### config.mk
export PLATFORM = sky130hd
export DESIGN_NAME = i2c_cmd_arbiter
export DESIGN_NICKNAME = d
export VERILOG_FILES = /design/src/rtl/i2c_cmd_arbiter.sv
export SDC_FILE = /design/constraint.sdc
export NUM_CORES = 1
export LEC_CHECK = 0
export ABC_AREA = 0
export BUFFER_PORTS_ARGS = -buffer_cell sky130_fd_sc_hd__buf_2
export CORE_UTILIZATION = 35
export DETAILED_ROUTE_END_ITERATION = 10
export SLEW_MARGIN = 10
export SYNTH_ARGS = -nofsm -noshare
export SYNTH_HDL_FRONTEND = slang
export SYNTH_SLANG_ARGS = --single-unit
### constraint.sdc
create_clock -name clk -period 3.4 [get_ports clk]
set_clock_uncertainty 0.05 [all_clocks]
set_input_delay 0.17 -clock clk [delete_from_list [all_inputs] [get_ports clk]]
set_output_delay 0.17 -clock clk [all_outputs]
set_load 0.1 [all_outputs]
### src/rtl/i2c_cmd_arbiter.sv
// Round-robin arbiter sharing one i2c_master command/data interface among Ports
// register-access requesters; runs each grant as one complete single-register transaction.
module i2c_cmd_arbiter #(
  parameter int Ports         = 2,
  parameter int TimeoutCycles = 1000000
) (
  input  logic                 clk,
  input  logic                 reset,
  input  logic [Ports-1:0]     req_valid,
  output logic [Ports-1:0]     req_ready,
  input  logic [7*Ports-1:0]   req_addr,
  input  logic [8*Ports-1:0]   req_reg,
  input  logic [Ports-1:0]     req_write,
  input  logic [8*Ports-1:0]   req_wdata,
  output logic [Ports-1:0]     rsp_valid,
  output logic [7:0]           rsp_rdata,
  output logic                 rsp_nack,
  output logic                 rsp_timeout,
  output logic [6:0]           m_cmd_address,
  output logic                 m_cmd_start,
  output logic                 m_cmd_read,
  output logic                 m_cmd_write,
  output logic                 m_cmd_write_multiple,
  output logic                 m_cmd_stop,
  output logic                 m_cmd_valid,
  input  logic                 m_cmd_ready,
  output logic [7:0]           m_data_in,
  output logic                 m_data_in_valid,
  output logic                 m_data_in_last,
  input  logic                 m_data_in_ready,
  input  logic [7:0]           m_data_out,
  input  logic                 m_data_out_valid,
  output logic                 m_data_out_ready,
  input  logic                 m_busy,
  input  logic                 m_missed_ack,
  output logic                 bus_reset
);

  localparam int unsigned NP = Ports;
  localparam int PW = $clog2(Ports);
  localparam int TW = (TimeoutCycles > 2) ? $clog2(TimeoutCycles) : 1;
  localparam logic [TW-1:0] TLimit   = TW'(TimeoutCycles - 1);
  localparam logic [PW-1:0] LastPort = PW'(Ports - 1);

  typedef enum logic [2:0] {
    IDLE, CMD_WR, DATA_REG, DATA_VAL, CMD_RD, WAIT_RD, WAIT_DONE, RESP
  } state_t;

  state_t          state_q, state_d;
  logic [PW-1:0]   last_q, last_d, cur_q, cur_d;
  logic [6:0]      addr_q, addr_d;
  logic [7:0]      reg_q, reg_d, wdata_q, wdata_d, rdata_q, rdata_d;
  logic            write_q, write_d, nack_q, nack_d;
  logic [TW-1:0]   tcnt_q, tcnt_d;
  logic [1:0]      wcnt_q, wcnt_d;

  logic [Ports-1:0] req_ready_d, rsp_valid_d;
  logic [7:0]       rsp_rdata_d, data_d;
  logic             rsp_nack_d, rsp_timeout_d, bus_reset_d;
  logic [6:0]       cmd_addr_d;
  logic             cmd_start_d, cmd_read_d, cmd_write_d, cmd_wm_d, cmd_stop_d, cmd_valid_d;
  logic             data_valid_d, data_last_d;

  logic             found, active, timeout_hit, cmd_hs, data_hs;
  logic [PW-1:0]    gnt, cand_idx;
  int unsigned      cand;
  logic [6:0]       sel_addr;
  logic [7:0]       sel_reg, sel_wdata;
  logic             sel_write;

  assign m_data_out_ready = 1'b1;
  assign cmd_hs  = m_cmd_valid && m_cmd_ready;
  assign data_hs = m_data_in_valid && m_data_in_ready;
  assign active  = (state_q != IDLE) && (state_q != RESP);
  assign timeout_hit = active && (tcnt_q == TLimit);

  // Search starts one past the previous winner so every pending port is served in turn.
  always_comb begin
    found    = 1'b0;
    gnt      = last_q;
    cand     = 0;
    cand_idx = '0;
    for (int unsigned i = 1; i <= NP; i++) begin
      cand = 32'(last_q) + i;
      if (cand >= NP) cand = cand - NP;
      cand_idx = PW'(cand);
      if (!found && req_valid[cand_idx]) begin
        found = 1'b1;
        gnt   = cand_idx;
      end
    end
  end

  always_comb begin
    sel_addr  = '0;
    sel_reg   = '0;
    sel_wdata = '0;
    sel_write = 1'b0;
    for (int unsigned i = 0; i < NP; i++) begin
      if (PW'(i) == gnt) begin
        sel_addr  = req_addr[7*i +: 7];
        sel_reg   = req_reg[8*i +: 8];
        sel_wdata = req_wdata[8*i +: 8];
        sel_write = req_write[i];
      end
    end
  end

  always_comb begin
    state_d = state_q;
    last_d  = last_q;
    cur_d   = cur_q;
    addr_d  = addr_q;
    reg_d   = reg_q;
    write_d = write_q;
    wdata_d = wdata_q;
    rdata_d = rdata_q;
    nack_d  = nack_q;
    tcnt_d  = tcnt_q;
    wcnt_d  = '0;
    req_ready_d   = '0;
    rsp_valid_d   = '0;
    rsp_rdata_d   = '0;
    rsp_nack_d    = 1'b0;
    rsp_timeout_d = 1'b0;
    bus_reset_d   = 1'b0;
    cmd_addr_d    = '0;
    cmd_start_d   = 1'b0;
    cmd_read_d    = 1'b0;
    cmd_write_d   = 1'b0;
    cmd_wm_d      = 1'b0;
    cmd_stop_d    = 1'b0;
    cmd_valid_d   = 1'b0;
    data_d        = '0;
    data_valid_d  = 1'b0;
    data_last_d   = 1'b0;

    if (active) begin
      tcnt_d = tcnt_q + 1'b1;
      if (m_missed_ack) nack_d = 1'b1;
    end

    // Each valid rises one cycle after entering its state and drops on the handshake edge.
    if (timeout_hit) begin
      rdata_d     = '0;
      bus_reset_d = 1'b1;
      state_d     = RESP;
    end else begin
      unique case (state_q)
        IDLE: begin
          if (found) begin
            req_ready_d[gnt] = 1'b1;
            cur_d   = gnt;
            last_d  = gnt;
            addr_d  = sel_addr;
            reg_d   = sel_reg;
            write_d = sel_write;
            wdata_d = sel_wdata;
            rdata_d = '0;
            nack_d  = 1'b0;
            tcnt_d  = '0;
            state_d = CMD_WR;
          end
        end
        CMD_WR: begin
          if (cmd_hs) begin
            state_d = DATA_REG;
          end else begin
            cmd_valid_d = 1'b1;
            cmd_addr_d  = addr_q;
            cmd_start_d = 1'b1;
            cmd_wm_d    = write_q;
            cmd_stop_d  = write_q;
            cmd_write_d = !write_q;
          end
        end
        DATA_REG: begin
          if (data_hs) begin
            state_d = write_q ? DATA_VAL : CMD_RD;
          end else begin
            data_valid_d = 1'b1;
            data_d       = reg_q;
            data_last_d  = !write_q;
          end
        end
        DATA_VAL: begin
          if (data_hs) begin
            state_d = WAIT_DONE;
          end else begin
            data_valid_d = 1'b1;
            data_d       = wdata_q;
            data_last_d  = 1'b1;
          end
        end
        CMD_RD: begin
          if (cmd_hs) begin
            state_d = WAIT_RD;
          end else begin
            cmd_valid_d = 1'b1;
            cmd_addr_d  = addr_q;
            cmd_start_d = 1'b1;
            cmd_read_d  = 1'b1;
            cmd_stop_d  = 1'b1;
          end
        end
        WAIT_RD: begin
          if (m_data_out_valid) begin
            rdata_d = m_data_out;
            state_d = WAIT_DONE;
          end
        end
        WAIT_DONE: begin
          if (wcnt_q == 2'd2 && !m_busy) state_d = RESP;
          else wcnt_d = (wcnt_q == 2'd2) ? 2'd2 : wcnt_q + 2'd1;
        end
        RESP: state_d = IDLE;
        default: state_d = IDLE;
      endcase
    end

    if (state_d == RESP && state_q != RESP) begin
      rsp_valid_d[cur_q] = 1'b1;
      rsp_rdata_d   = (write_q || timeout_hit) ? 8'h00 : rdata_d;
      rsp_nack_d    = nack_d;
      rsp_timeout_d = timeout_hit;
    end
  end

  always_ff @(posedge clk) begin
    if (reset) begin
      state_q <= IDLE;
      last_q  <= LastPort;
      cur_q   <= '0;
      addr_q  <= '0;
      reg_q   <= '0;
      write_q <= 1'b0;
      wdata_q <= '0;
      rdata_q <= '0;
      nack_q  <= 1'b0;
      tcnt_q  <= '0;
      wcnt_q  <= '0;
      req_ready   <= '0;
      rsp_valid   <= '0;
      rsp_rdata   <= '0;
      rsp_nack    <= 1'b0;
      rsp_timeout <= 1'b0;
      bus_reset   <= 1'b0;
      m_cmd_address        <= '0;
      m_cmd_start          <= 1'b0;
      m_cmd_read           <= 1'b0;
      m_cmd_write          <= 1'b0;
      m_cmd_write_multiple <= 1'b0;
      m_cmd_stop           <= 1'b0;
      m_cmd_valid          <= 1'b0;
      m_data_in            <= '0;
      m_data_in_valid      <= 1'b0;
      m_data_in_last       <= 1'b0;
    end else begin
      state_q <= state_d;
      last_q  <= last_d;
      cur_q   <= cur_d;
      addr_q  <= addr_d;
      reg_q   <= reg_d;
      write_q <= write_d;
      wdata_q <= wdata_d;
      rdata_q <= rdata_d;
      nack_q  <= nack_d;
      tcnt_q  <= tcnt_d;
      wcnt_q  <= wcnt_d;
      req_ready   <= req_ready_d;
      rsp_valid   <= rsp_valid_d;
      rsp_rdata   <= rsp_rdata_d;
      rsp_nack    <= rsp_nack_d;
      rsp_timeout <= rsp_timeout_d;
      bus_reset   <= bus_reset_d;
      m_cmd_address        <= cmd_addr_d;
      m_cmd_start          <= cmd_start_d;
      m_cmd_read           <= cmd_read_d;
      m_cmd_write          <= cmd_write_d;
      m_cmd_write_multiple <= cmd_wm_d;
      m_cmd_stop           <= cmd_stop_d;
      m_cmd_valid          <= cmd_valid_d;
      m_data_in            <= data_d;
      m_data_in_valid      <= data_valid_d;
      m_data_in_last       <= data_last_d;
    end
  end

endmodule

Yosys cells after proc, flatten, opt, wreduce, memory -nomap -nowiden
Index checks and enable logic that the tools add are counted.
{"block": "word_totals", "out_inout_bits": 39, "reg_bits": 97, "inputBits": 65, "wordCells": 143}
{"block": "classes", "n_lt_le_gt_ge": 8, "eq_ne": 11, "muxes": 52, "n_addsub": 6, "bitwise": 9, "n_reduce_logical": 30}
{"operator": "two-way mux 20 bit", "n": 4}
{"operator": "two-way mux 8 bit", "n": 7}
{"operator": "one-hot mux 8 bit (2 select lines)", "n": 2}
{"operator": "two-way mux 3 bit", "n": 9}
{"operator": "one-hot mux 3 bit (8 select lines)", "n": 1}
{"operator": "two-way mux 1 bit", "n": 23}
{"operator": "adder 20 x 1 -> 20 bit (second input constant)", "n": 1}
{"operator": "== test 20 bit (second input constant)", "n": 1}
{"operator": "OR reduction 4 bit", "n": 4}
{"operator": "== test 3 bit (second input constant)", "n": 5}
{"operator": "OR reduction 3 bit", "n": 5}
{"operator": "logical AND 1 bit", "n": 9}
{"operator": "inverter 1 bit", "n": 9}
{"operator": "< comparator 1 x 2 -> 1 bit (second input constant)", "n": 4}
{"operator": "OR reduction 2 bit", "n": 4}
{"operator": "two-way mux 7 bit", "n": 1}
{"operator": "== test 3 x 2 -> 1 bit (second input constant)", "n": 2}
{"operator": "OR reduction 5 bit", "n": 1}
{"operator": "one-hot mux 1 bit (2 select lines)", "n": 2}
{"operator": "adder 1 x 2 -> 3 bit (second input constant)", "n": 1}
{"operator": "== test 3 x 1 -> 1 bit (second input constant)", "n": 1}
{"operator": "greater-or-equal comparator 3 x 2 -> 1 bit (second input constant)", "n": 1}
{"operator": "zero test 1 bit", "n": 3}
{"operator": "zero test 3 bit", "n": 1}
{"operator": "other kinds (12)", "n": 15}

Logic depth before layout (Yosys ltp)
{"block": "logic_depth", "word_depth": 16, "depth_mapped": 7}

Least setup slack after synthesis
Ideal clock, no wire load.
{"block": "synth_timing", "path_kind": "reg-to-reg", "startpoint": "register m_data_in_valid", "endpoint": "register rsp_rdata[0]", "t_arrival_ps": 2324, "path_stages_with_launch": 5, "t_required_ps": 3202, "n_path_buf": 0, "setup_ps": 148, "path_slack_ps": 878, "cell_sequence": "dfxtp_1 > nand2_1 > mux2_2 > a2111oi_4 > nor3_2"}
{"block": "synth_between", "elab_chain_len": 8, "elab_cells_between_ends": 9, "classes_between": "1 x eq/ne; 4 x mux; 1 x bitwise; 3 x reduce/logical"}
{"item": "start: declaration", "line_no": "28", "rtl": "output logic m_data_in_valid,"}
{"item": "start signal: assignment", "line_no": "284", "rtl": "m_data_in_valid <= data_valid_d;"}
{"item": "logical AND 1 bit (*)", "line_no": "73", "rtl": "assign data_hs = m_data_in_valid && m_data_in_ready;"}
{"item": "two-way mux 3 bit, on equally long branches", "line_no": "187, 178"}
{"item": "one-hot mux 3 bit (8 select lines) (*)", "line_no": "149", "rtl": "unique case (state_q)"}
{"item": "two-way mux 3 bit (*)", "line_no": "144", "rtl": "if (timeout_hit) begin"}
{"item": "== test 3 bit (*)", "line_no": "221", "rtl": "if (state_d == RESP && state_q != RESP) begin"}
{"item": "logical AND 1 bit (*)", "line_no": "221"}
{"item": "inverter 1 bit (no source line) (*)"}
{"item": "OR reduction 3 bit (no source line) (*)"}
{"item": "end signal: assignment", "line_no": "272", "rtl": "rsp_rdata <= rsp_rdata_d;"}
{"item": "end: declaration", "line_no": "16", "rtl": "output logic [7:0] rsp_rdata,"}
Every way passes the cells marked *; elsewhere a longest branch is shown, timed or not.
A chain may end at the register's enable or synchronous reset.

Final worst setup path
{"block": "layout_timing", "startpoint": "register state_q[2]", "endpoint": "register rsp_rdata[1]"}
{"block": "layout_between", "elab_chain_len": 8, "elab_cells_between_ends": 28, "classes_between": "9 x eq/ne; 11 x mux; 1 x bitwise; 7 x reduce/logical"}
{"item": "start: declaration", "line_no": "49", "rtl": "state_t state_q, state_d;"}
{"item": "start signal: assignment", "line_no": "259", "rtl": "state_q <= state_d;"}
{"item": "parallel branches: the longest is 8 deep, another holds one-hot mux 3 bit (8 select lines)"}
Parallel ways; which one is timed is not known.

==> impl_metrics.env <==
export IMPL_outcome="finished clean"
export IMPL_pwr_share_clk_pct=40.6
export IMPL_fin_tns_setup_ps=0
export IMPL_top_level_ports=104
export IMPL_switchingPower_uw=694
export IMPL_critPathMaxStageDelay_ps=920
export IMPL_gp_congestion=0.810
export IMPL_rsz0062_at_grt="no"
export IMPL_crit_chain="nor3_1, and2_2, a2111oi_4, nor3_2"
export IMPL_hold_class="input port to flip-flop"
export IMPL_cts_buffers=9
export IMPL_die_y_um=110
export IMPL_antenna_left=0
export IMPL_leakage_uw=0.00201
export IMPL_p_seq_share_pct=46.2
export IMPL_numClockSinks=97
export IMPL_htree_levels=3
export IMPL_io_buffers=102
export IMPL_synth_top_cells_by_count="dfxtp_1, nor2_1, a211oi_1, mux2i_1, nand2_1"
export IMPL_synthArstFlopShare_pct=0
export IMPL_slowest_stage="a2111oi_4"
export IMPL_combinationalPowerShare_pct=13.2
export IMPL_r2r_start="state_q[2]$_SDFF_PP0_"
export IMPL_syn_inst=419
export IMPL_min_period_ps=2630
export IMPL_vias=3326
export IMPL_die_area_mm2=0.0120
export IMPL_synth_area_leader_cell="dfxtp_1"
export IMPL_cts_root_buf="clkbuf_16"
export IMPL_drt_vias_per_instance=5.12
export IMPL_grt_pass1_wl_um=14900
export IMPL_max_freq_mhz=380
export IMPL_cap_viol_max_count=0
export IMPL_cts_tree="yes"
export IMPL_maxSlewHeadroom_pct=33.1
export IMPL_synth_most_common_cell="dfxtp_1"
export IMPL_grt_pass1_vias=3151
export IMPL_grt_util_all_layers_pct=16.0
export IMPL_hold_viol=0
export IMPL_overflow=0
export IMPL_initial_utilization_pct=36.6
export IMPL_worstSetupPathType="flip-flop to flip-flop"
export IMPL_crit_fanout=57
export IMPL_worst_slew_pin_slew_ps=1000
export IMPL_synth_cell_types=60
export IMPL_synth_area_mm2=0.00406
export IMPL_worst_ep_required_time_ps=3530
export IMPL_fin_cells=650
export IMPL_yosysTopAreaCellShare_pct=47.9
export IMPL_seq_area_frac_synth_pct=47.9
export IMPL_synth_flop_cell="dfxtp_1"
export IMPL_whs_ps=50.7
export IMPL_synth_seq_cells=97
export IMPL_finalWirelength_um=9170
export IMPL_vdd_drop_max_v=0.000218
export IMPL_fin_area_mm2=0.00492
export IMPL_synth_edf_count=0
export IMPL_end_kind="flip-flop"
export IMPL_firstDrtPassIters=4
export IMPL_yosys_warnings=0
export IMPL_dp_hpwl_um=6520
export IMPL_reg2reg_to="rsp_rdata[1]$_SDFF_PP0_"
export IMPL_rows=38
export IMPL_slew_violations=0
export IMPL_reg2regPathDepth=4
export IMPL_area_delta_synth_final_pct=21.2
export IMPL_p_per_area_mw_per_mm2=540
export IMPL_synth_area_leaders="dfxtp_1, mux2i_1, nor2_1"
export IMPL_cp_endpoint="rsp_rdata[1]$_SDFF_PP0_"
export IMPL_avgSynthCellArea_um2=9.68
export IMPL_antenna_found_initial=0
export IMPL_wl_per_cell_um=14.1
export IMPL_core_area_mm2=0.0111
export IMPL_reg2reg_setup_slack_ps=770
export IMPL_ctsResizeCount=0
export IMPL_initialDrtViolationCount=144
export IMPL_grt_max_degree=58
export IMPL_drc=0
export IMPL_intPower_uw=1960
export IMPL_final_util_pct=44.4
export IMPL_die_w_um=110
export IMPL_finalCritPeriodShare_pct=77.3
export IMPL_syn_nets=486
export IMPL_insertion_delay_ps=340
export IMPL_nets=572
export IMPL_dpl_instance_area_mm2=0.00459
export IMPL_fillerInstances=1054
export IMPL_diodes=0
export IMPL_clk_pin_slew_ps=60
export IMPL_worstSetupStartpointType="flip-flop"
export IMPL_cts_max_path_buffers=2
export IMPL_drive_above_1_share_pct=27.1
export IMPL_critPathLaunch="state_q[2]$_SDFF_PP0_"
export IMPL_setup_violations=0
export IMPL_worstPathArrival_ps=2760
export IMPL_switching_share_pct=26.2
export IMPL_dp_cells=633
## worst max-delay path: cells and delay by family, from the launching register on
kind / cells / cell delay (ps)
and+or+nand+nor: 3 / 830
DFF: 1 / 650
AOI/OAI and AO/OA: 1 / 920
## per-layer routing
layer / track usage, % / up-vias / share of wire, %
met5: 0 / - / 0
met4: 5.43 / 0 / 1.5
met3: 3.91 / 13 / 5.0
met2: 24.6 / 103 / 44
met1: 21.7 / 1506 / 49
li1: - / 1704 / -
## worst min path at each step
stage	from	endpoint	cells past startpoint
after floorplan	m_data_in_ready	m_data_in_valid$_SDFF_PP0_	1
after global placement	m_data_in_ready	m_data_in_valid$_SDFF_PP0_	2
after detailed placement	m_data_in_ready	m_data_in_valid$_SDFF_PP0_	2
after CTS	m_data_out[6]	rdata_q[6]$_SDFF_PP0_	3
after global routing	m_data_out[3]	rdata_q[3]$_SDFF_PP0_	3
final	m_data_out[6]	rdata_q[6]$_SDFF_PP0_	3
## logic make-up after synthesis
kind of cell / Yosys count / synth area share [%]
xor gates and xnor gates: 8 / 1.73
AOI/OAI and AO/OA: 91 / 16.8
and+or+nand+nor: 157 / 21.6
buffers and inverters: 38 / 5.06
muxes: 25 / 6.20
adders and majority gates: 2 / 0.617
DFF: 97 / 47.9
other: 1 / 0.0924
## metrics by stage
step	worst slack [ps]	total power [uW]
floorplan	878	1530
global placement	865	1600
detailed placement	789	1610
CTS	756	2680
global route	579	2770
finish	771	2650
## sequential cells by signal (all words and copies together), names as in the netlist, 2 cells and up
name           count
req_ready          2
tcnt_q            20
m_cmd_address      7
rdata_q            8
state_q            3
rsp_rdata          8
m_data_in          8
reg_q              8
wcnt_q             2
rsp_valid          2
addr_q             7
wdata_q            8
## power groups by stage
| stage | sequential [uW] | combinational [uW] | clock [uW] |
|---|---|---|---|
| 6_report | 1230 | 351 | 1080 |
| 5_1_grt | 1230 | 384 | 1150 |
| 4_1_cts | 1230 | 355 | 1100 |
| 3_5_place_dp | 1250 | 353 | 0 |
| 3_3_place_gp | 1250 | 349 | 0 |
| 2_1_floorplan | 1300 | 228 | 0 |
## layout by cell type (no fill, tap or decap), types with 3 or more instances in the layout
master,n
a211oi_1,24
a21oi_1,19
a22oi_1,8
a2bb2oi_1,7
a31oi_1,3
and3_1,13
and4_1,4
buf_2,102
clkbuf_16,9
dfxtp_1,97
inv_1,10
mux2i_1,24
nand2_1,21
nand3_1,8
nand4_1,5
nor2_1,54
nor3_1,4
nor3_2,8
nor3b_1,4
nor4_1,6
o21ai_0,7
o31ai_1,8
or3_1,3
or4_1,8
xnor2_1,5
xor2_1,3
## final cells by class
cell class              count  area [um^2]  share of cell area, %
flip-flops and latches     97         1940                   39.5
multi-input cells         284         1920                   39.1
repair buffers            103          520                   10.6
clock buffers              10          229                   4.66
well taps                 140          175                   3.56
clock inverters             6         90.1                   1.83
inverters                  10         37.5                  0.764
## repair_timing
| item | in CTS | in global routing |
|---|---|---|
| endpoints found under the hold margin | 1 | 0 |
| hold buffers | 1 | 0 |
| buffers inserted | 0 | 0 |
(Power assumes the default switching activity.)
